**config.mk**
```make
export PLATFORM = sky130hd
export DESIGN_NAME = mem_arbiter
export DESIGN_NICKNAME = d
export VERILOG_FILES = /design/src/rtl/mem_arbiter_pkg.sv /design/src/rtl/mem_arbiter_rr_pick2.sv /design/src/rtl/mem_arbiter.sv
export SDC_FILE = /design/constraint.sdc
export NUM_CORES = 1
export LEC_CHECK = 0
export BUFFER_PORTS_ARGS = -buffer_cell sky130_fd_sc_hd__buf_4
export CORE_AREA = 2 2 355 357
export CTS_BUF_LIST = sky130_fd_sc_hd__clkbuf_4 sky130_fd_sc_hd__clkbuf_8
export DETAILED_ROUTE_END_ITERATION = 16
export DIE_AREA = 0 0 357 359
export PLACE_DENSITY = 0.31
export RECOVER_POWER = 50
export SLEW_MARGIN = 20
export SYNTH_ARGS = -nofsm -noshare
export SYNTH_HDL_FRONTEND = slang
export SYNTH_SLANG_ARGS = --single-unit
```
**constraint.sdc**
```tcl
create_clock -name clk -period 4.8 [get_ports clk]
set_clock_uncertainty 0.05 [all_clocks]
set_input_delay 0.96 -clock clk [delete_from_list [all_inputs] [get_ports clk]]
set_output_delay 0.96 -clock clk [all_outputs]
set_load 0.1 [all_outputs]
```
**src/rtl/mem_arbiter_pkg.sv**
```systemverilog
// mem_arbiter shared constants and types.
// Beat geometry, FSM encoding and client ids.
package mem_arbiter_pkg;

  localparam int MEM_DATA_BITS = 128;
  localparam int MEM_ADDR_BITS = 28;
  localparam int MEM_MASK_BITS = MEM_DATA_BITS / 8;
  localparam int READ_BEATS    = 4;

  typedef enum logic [1:0] {
    ST_IDLE      = 2'd0,
    ST_WRITE     = 2'd1,
    ST_READ_WAIT = 2'd2
  } state_e;

  typedef enum logic {
    CLIENT_IC = 1'b0,
    CLIENT_DC = 1'b1
  } client_e;

  localparam logic [1:0] LAST_BEAT = 2'(READ_BEATS - 1);

endpackage

```
**src/rtl/mem_arbiter_rr_pick2.sv**
```systemverilog
// Two-request round-robin picker.
// Purely combinational; ties go to the client not granted last.
module mem_arbiter_rr_pick2
  import mem_arbiter_pkg::*;
(
  input  logic [1:0] req,
  input  client_e    last_grant,
  output client_e    gnt,
  output logic       any
);

  always_comb begin
    gnt = last_grant;
    any = |req;
    unique case (1'b1)
      (req == 2'b11): gnt = (last_grant == CLIENT_IC) ? CLIENT_DC : CLIENT_IC;
      (req == 2'b01): gnt = CLIENT_IC;
      (req == 2'b10): gnt = CLIENT_DC;
      default:        gnt = last_grant;
    endcase
  end

endmodule

```
**src/rtl/mem_arbiter.sv**
```systemverilog
// Two-client (ic/dc) arbiter for the shared off-chip memory port.
// One transaction at a time; read beats steered to the read owner.
module mem_arbiter
  import mem_arbiter_pkg::*;
(
  input  logic                     clk,
  input  logic                     reset,

  input  logic                     ic_req_valid,
  output logic                     ic_req_ready,
  input  logic [MEM_ADDR_BITS-1:0] ic_req_addr,
  input  logic                     ic_req_rw,
  input  logic                     ic_req_data_valid,
  output logic                     ic_req_data_ready,
  input  logic [MEM_DATA_BITS-1:0] ic_req_data_bits,
  input  logic [MEM_MASK_BITS-1:0] ic_req_data_mask,
  output logic                     ic_resp_valid,
  output logic [MEM_DATA_BITS-1:0] ic_resp_data,

  input  logic                     dc_req_valid,
  output logic                     dc_req_ready,
  input  logic [MEM_ADDR_BITS-1:0] dc_req_addr,
  input  logic                     dc_req_rw,
  input  logic                     dc_req_data_valid,
  output logic                     dc_req_data_ready,
  input  logic [MEM_DATA_BITS-1:0] dc_req_data_bits,
  input  logic [MEM_MASK_BITS-1:0] dc_req_data_mask,
  output logic                     dc_resp_valid,
  output logic [MEM_DATA_BITS-1:0] dc_resp_data,

  output logic                     mem_req_valid,
  input  logic                     mem_req_ready,
  output logic [MEM_ADDR_BITS-1:0] mem_req_addr,
  output logic                     mem_req_rw,
  output logic                     mem_req_data_valid,
  input  logic                     mem_req_data_ready,
  output logic [MEM_DATA_BITS-1:0] mem_req_data_bits,
  output logic [MEM_MASK_BITS-1:0] mem_req_data_mask,
  input  logic                     mem_resp_valid,
  input  logic [MEM_DATA_BITS-1:0] mem_resp_data
);

  state_e     state_q, state_d;
  client_e    owner_q, owner_d;
  client_e    last_q, last_d;
  logic       req_done_q, req_done_d;
  logic       data_done_q, data_done_d;
  logic [1:0] beat_q, beat_d;

  client_e pick_gnt;
  logic    pick_any;
  client_e sel;
  logic    granted;

  logic                     sel_valid;
  logic                     sel_rw;
  logic                     sel_dvalid;
  logic                     req_hs;
  logic                     data_hs;
  logic                     rd_active;

  mem_arbiter_rr_pick2 u_pick (
    .req        ({dc_req_valid, ic_req_valid}),
    .last_grant (last_q),
    .gnt        (pick_gnt),
    .any        (pick_any)
  );

  // Grant is live in IDLE (picker) and locked to owner in WRITE.
  always_comb begin
    granted = 1'b0;
    sel     = owner_q;
    if (!reset) begin
      unique case (state_q)
        ST_IDLE: begin
          granted = pick_any;
          sel     = pick_gnt;
        end
        ST_WRITE: granted = 1'b1;
        default:  granted = 1'b0;
      endcase
    end
  end

  always_comb begin
    if (sel == CLIENT_DC) begin
      sel_valid         = dc_req_valid;
      sel_rw            = dc_req_rw;
      sel_dvalid        = dc_req_data_valid;
      mem_req_addr      = dc_req_addr;
      mem_req_data_bits = dc_req_data_bits;
      mem_req_data_mask = dc_req_data_mask;
    end else begin
      sel_valid         = ic_req_valid;
      sel_rw            = ic_req_rw;
      sel_dvalid        = ic_req_data_valid;
      mem_req_addr      = ic_req_addr;
      mem_req_data_bits = ic_req_data_bits;
      mem_req_data_mask = ic_req_data_mask;
    end
  end

  assign mem_req_rw         = sel_rw;
  assign mem_req_valid      = granted && sel_valid && !req_done_q;
  assign mem_req_data_valid = granted && sel_dvalid && sel_rw
                              && !data_done_q;

  assign ic_req_ready = granted && (sel == CLIENT_IC)
                        && mem_req_ready && !req_done_q;
  assign dc_req_ready = granted && (sel == CLIENT_DC)
                        && mem_req_ready && !req_done_q;

  assign ic_req_data_ready = granted && (sel == CLIENT_IC)
                             && mem_req_data_ready && !data_done_q;
  assign dc_req_data_ready = granted && (sel == CLIENT_DC)
                             && mem_req_data_ready && !data_done_q;

  assign req_hs  = mem_req_valid && mem_req_ready;
  assign data_hs = mem_req_data_valid && mem_req_data_ready;

  // Beats outside READ_WAIT carry no owner and are discarded.
  assign rd_active     = !reset && (state_q == ST_READ_WAIT) && mem_resp_valid;
  assign ic_resp_valid = rd_active && (owner_q == CLIENT_IC);
  assign dc_resp_valid = rd_active && (owner_q == CLIENT_DC);
  assign ic_resp_data  = mem_resp_data;
  assign dc_resp_data  = mem_resp_data;

  always_comb begin
    state_d     = state_q;
    owner_d     = owner_q;
    last_d      = last_q;
    req_done_d  = req_done_q;
    data_done_d = data_done_q;
    beat_d      = beat_q;
    unique case (state_q)
      ST_IDLE: begin
        if (req_hs && !sel_rw) begin
          state_d = ST_READ_WAIT;
          owner_d = sel;
          last_d  = sel;
          beat_d  = 2'd0;
        end else if (req_hs && data_hs) begin
          last_d = sel;
        end else if (req_hs || data_hs) begin
          state_d     = ST_WRITE;
          owner_d     = sel;
          last_d      = sel;
          req_done_d  = req_hs;
          data_done_d = data_hs;
        end
      end
      ST_WRITE: begin
        if ((req_done_q || req_hs) && (data_done_q || data_hs)) begin
          state_d     = ST_IDLE;
          req_done_d  = 1'b0;
          data_done_d = 1'b0;
        end else begin
          req_done_d  = req_done_q || req_hs;
          data_done_d = data_done_q || data_hs;
        end
      end
      ST_READ_WAIT: begin
        if (mem_resp_valid) begin
          beat_d = beat_q + 2'd1;
          if (beat_q == LAST_BEAT) begin
            state_d = ST_IDLE;
            beat_d  = 2'd0;
          end
        end
      end
      default: state_d = ST_IDLE;
    endcase
  end

  always_ff @(posedge clk) begin
    if (reset) begin
      state_q     <= ST_IDLE;
      owner_q     <= CLIENT_IC;
      last_q      <= CLIENT_DC;
      req_done_q  <= 1'b0;
      data_done_q <= 1'b0;
      beat_q      <= 2'd0;
    end else begin
      state_q     <= state_d;
      owner_q     <= owner_d;
      last_q      <= last_d;
      req_done_q  <= req_done_d;
      data_done_q <= data_done_d;
      beat_q      <= beat_d;
    end
  end

endmodule
```
==> impl_results.md <==
* Sw Pwr at approximately 2.6 mW
* Pin count of the biggest net entering global routing at 81
* DR vias/cell at between 2 and 2.5
* Die W at between 300 and 400 um
* Clock tree sinks at 8
* Area after DPL at 8935 um^2
* Area contributors post-synth: nand2_1 (41%), buf_4 (40%), dfxtp_1 (3.3%)
* Postcts setup bufs at 0
* Worst vdd ir at approximately 0.00014 V
* DR pass1 iterations at 5
* Hpwl dp at slightly below 60 mm
* Power, Total at roughly 3.3 mW
* Slew @ Worst Pin at 595.1 ps
* Max-slew violation count at 0
* Grt ovf at 0
* Worst Path Max Fanout at 80
* H-tree depth at 1
* Drt wl/cell at 22.05 um
* Fin Hold WS at between 400 and 500 ps
* Filler Cells Inserted at between 10,000 and 15,000
* Commonest non-fill, non-tap cell in the layout: buf_4
* Dpl cells at about 2,800
* Routed Antenna Nets at 0
* Gpl congestion at between 0.7 and 0.8
* Cts-stage hold buffer count at 0
* Tcrit/Tclk final at between 80 and 90%
* Clock Tree Buf Depth at 2
* Hold Vio Cnt, Final at 0
* Post-synth top area cell: nand2_1
* Slew headroom at between 60% and 70%
* Mapped Avg Cell Area at ~5.3 um^2
* CTS tree: yes
* Worst endpoint data arrival time at about 3200 ps
* Reg2Reg Setup Slack at approximately 2200 ps
* Initial Util at 3.847%
* Final nets at 1,644
* Slowest cell on crit path: nand2_1
* Worst Hold End: beat_q[0]$_SDFFE_PP0P_
* Die Span Y at approximately 360 um
* Clock Pin Slew Worst Setup and Hold Paths at 40 ps
* Outcome: completed
* Fin util at a little over 7%
* Share of layout cells above drive strength 1 at 48.62%
* RSZ-0062 raised after global routing: false
* Min Tclk post-route at around 4200 ps
* MaxCap Viol Count at 0
* Internal at around 0.76 mW
* Core area at ~120,000 um^2
* Max frequency at 237.5 MHz
* Post-synthesis cell count at a little over 900
* Critical path launch point type: input pin
* Post-synthesis register bit count at 8
* Port bufs at between 500 and 600
* Hold Path Class: flop to flop
* Rows at 130
* Switch share at around 77%
* Initial antenna violation count at 10
* Power per Cell Area at about 370 nW/um^2
* Worst hold path depth at 1
* Reg-to-Reg End: owner_q$_SDFFE_PP0P_
* Reg power frac at approximately 2.4%
* Clock latency on the worst-skew pair at ~230 ps
* Critical R2R Launch: state_q[0]$_SDFFE_PP0P_
* Synth warn at 0
* Critical path class: input pin to output pin
* Post-Syn Nets at between 1,000 and 1,500
* Hold_sp: beat_q[0]$_SDFFE_PP0P_
* Root buffer cell: clkbuf_8
* Total number of vias at between 6,000 and 7,000
* Total wire length at roughly 62 mm
* Comb power frac at 95.2%
* Most frequent cells in the layout: buf_4 (540), nand2_1 (525), nor2_1 (11)
* Final Cell Area at roughly 9000 um^2
* Overall Global Routing Usage at between 9 and 10%
* DRT iter0 DRCs at ~340
* Worst setup EP type: output pin
* Cell Area, Synth at roughly 4800 um^2
* Yosys top cell area share at slightly above 40%
* Max stage delay on crit path at roughly 390 ps
* First-pass GRT wire length at between 70 and 80 mm
* Pre-CTS WS at roughly 570 ps
* Seq/Total Area, Yosys at under 10%
* Remaining DRCs at 0
* Clock share of power at approximately 2.4%
* Post-CTS Resized at 0
* Cells along the critical path: buf_4 > nand2b_1 > and3_1 > nor2_4 > buf_12 > nand2_1 > nand2_1 > buf_4
* Area growth, synth to finish at 87.31%
* Vias in the first global route at between 6,000 and 7,000
* FF-to-FF path depth at 6
* Worst setup margin at 588.6 ps
* Setup TNS at 0 ps
* CP required at between 3000 and 4000 ps
* Post-Layout Cell Count at 2,809
* Count of different cell masters after synthesis at 48
* I/O pins at 920
* Setup violations, final at 0
* Cts bufs inserted at 3
* Die Area at ~130,000 um^2
* Cell leakage power at between 4 and 5 nW
==> state kept, by name (all words and copies together) (netlist names) <==
name         count
beat_q           2
last_q           1
req_done_q       1
owner_q          1
data_done_q      1
state_q          2
==> how the worst max path moves through the flow <==
stage / endpoint / startpoint / slack, ps / cells after the start
after floorplan: mem_req_data_valid / reset / 760 / 6
final: mem_req_data_mask[12] / ic_req_valid / 590 / 8
after global placement: mem_req_data_bits[77] / ic_req_valid / 510 / 8
after CTS: mem_req_data_bits[77] / ic_req_valid / 560 / 8
after global routing: mem_req_data_bits[77] / reset / 450 / 8
after detailed placement: mem_req_data_bits[77] / ic_req_valid / 570 / 8
==> metal layers <==
metal | part of all wire, % | wire length [um] | GRT usage (%)
met5 | 0.055 | 34 | 0.1132
met4 | 0.89 | 551 | 0.7580
met3 | 18 | 11030 | 6.970
met1 | 41 | 25550 | 11.04
met2 | 40 | 24780 | 13.23
==> critical path, delay by kind of cell <==
family                 cells  cell delay (ps)
buffers and inverters      3              730
and+or+nand+nor            5             1300
==> cell families (layout without fill, tap and decap cells) <==
family / Yosys count / in the layout / synth area share, %
AND/OR/NAND/NOR: 571 / 571 / 47.87
other: 0 / 1 / 0
buffers and inverters: 300 / 549 / 43.75
AO/OA/AOI/OAI: 26 / 26 / 4.020
multiplexers: 3 / 3 / 0.7569
adder cells (fa/ha/maj): 1 / 1 / 0.2610
flip-flops: 8 / 8 / 3.341
==> power by group through the flow <==
stage                     Sequential, mW  Combinational, mW  Clock [mW]
after CTS                         0.0789               3.23      0.0843
final                             0.0792               3.16      0.0814
after global routing              0.0800               3.32      0.0874
after floorplan                   0.0742               3.15           0
after detailed placement          0.0800               3.23           0
after global placement            0.0802               3.24           0
==> area by class of cell <==
class | instances | area (um^2) | share of cell area [%]
well taps | 1650 | 2064 | 22.99
inverters | 2 | 7.507 | 0.08361
diodes | 1 | 2.502 | 0.02787
clock buffers | 3 | 41.29 | 0.4599
repair buffers | 544 | 4134 | 46.04
multi-input cells | 601 | 2569 | 28.61
flip-flops and latches | 8 | 160.2 | 1.784
==> synth_stat cells, drive strengths merged <==
| cell type | count |
|---|---|
| or4 | 1 |
| mux2i | 1 |
| o21bai | 1 |
| o21ai | 4 |
| and3 | 2 |
| a22o | 1 |
| o31ai | 1 |
| buf | 263 |
| o311a | 1 |
| or3 | 1 |
| dfxtp | 8 |
| clkbuf | 35 |
| or2b | 1 |
| o31a | 1 |
| a21oi | 6 |
| a22oi | 1 |
| a211oi | 3 |
| or2 | 1 |
| nand3 | 4 |
| nor2 | 13 |
| nand2 | 526 |
| nor4 | 4 |
| ha | 1 |
| a31oi | 2 |
| nor3b | 1 |
| nand2b | 3 |
| o211ai | 3 |
| and4b | 1 |
| o21a | 1 |
| inv | 2 |
| nor4b | 1 |
| mux2 | 2 |
| nor3 | 8 |
| o22ai | 1 |
| nor2b | 2 |
| nand4b | 2 |
(Power assumes the default switching activity.)
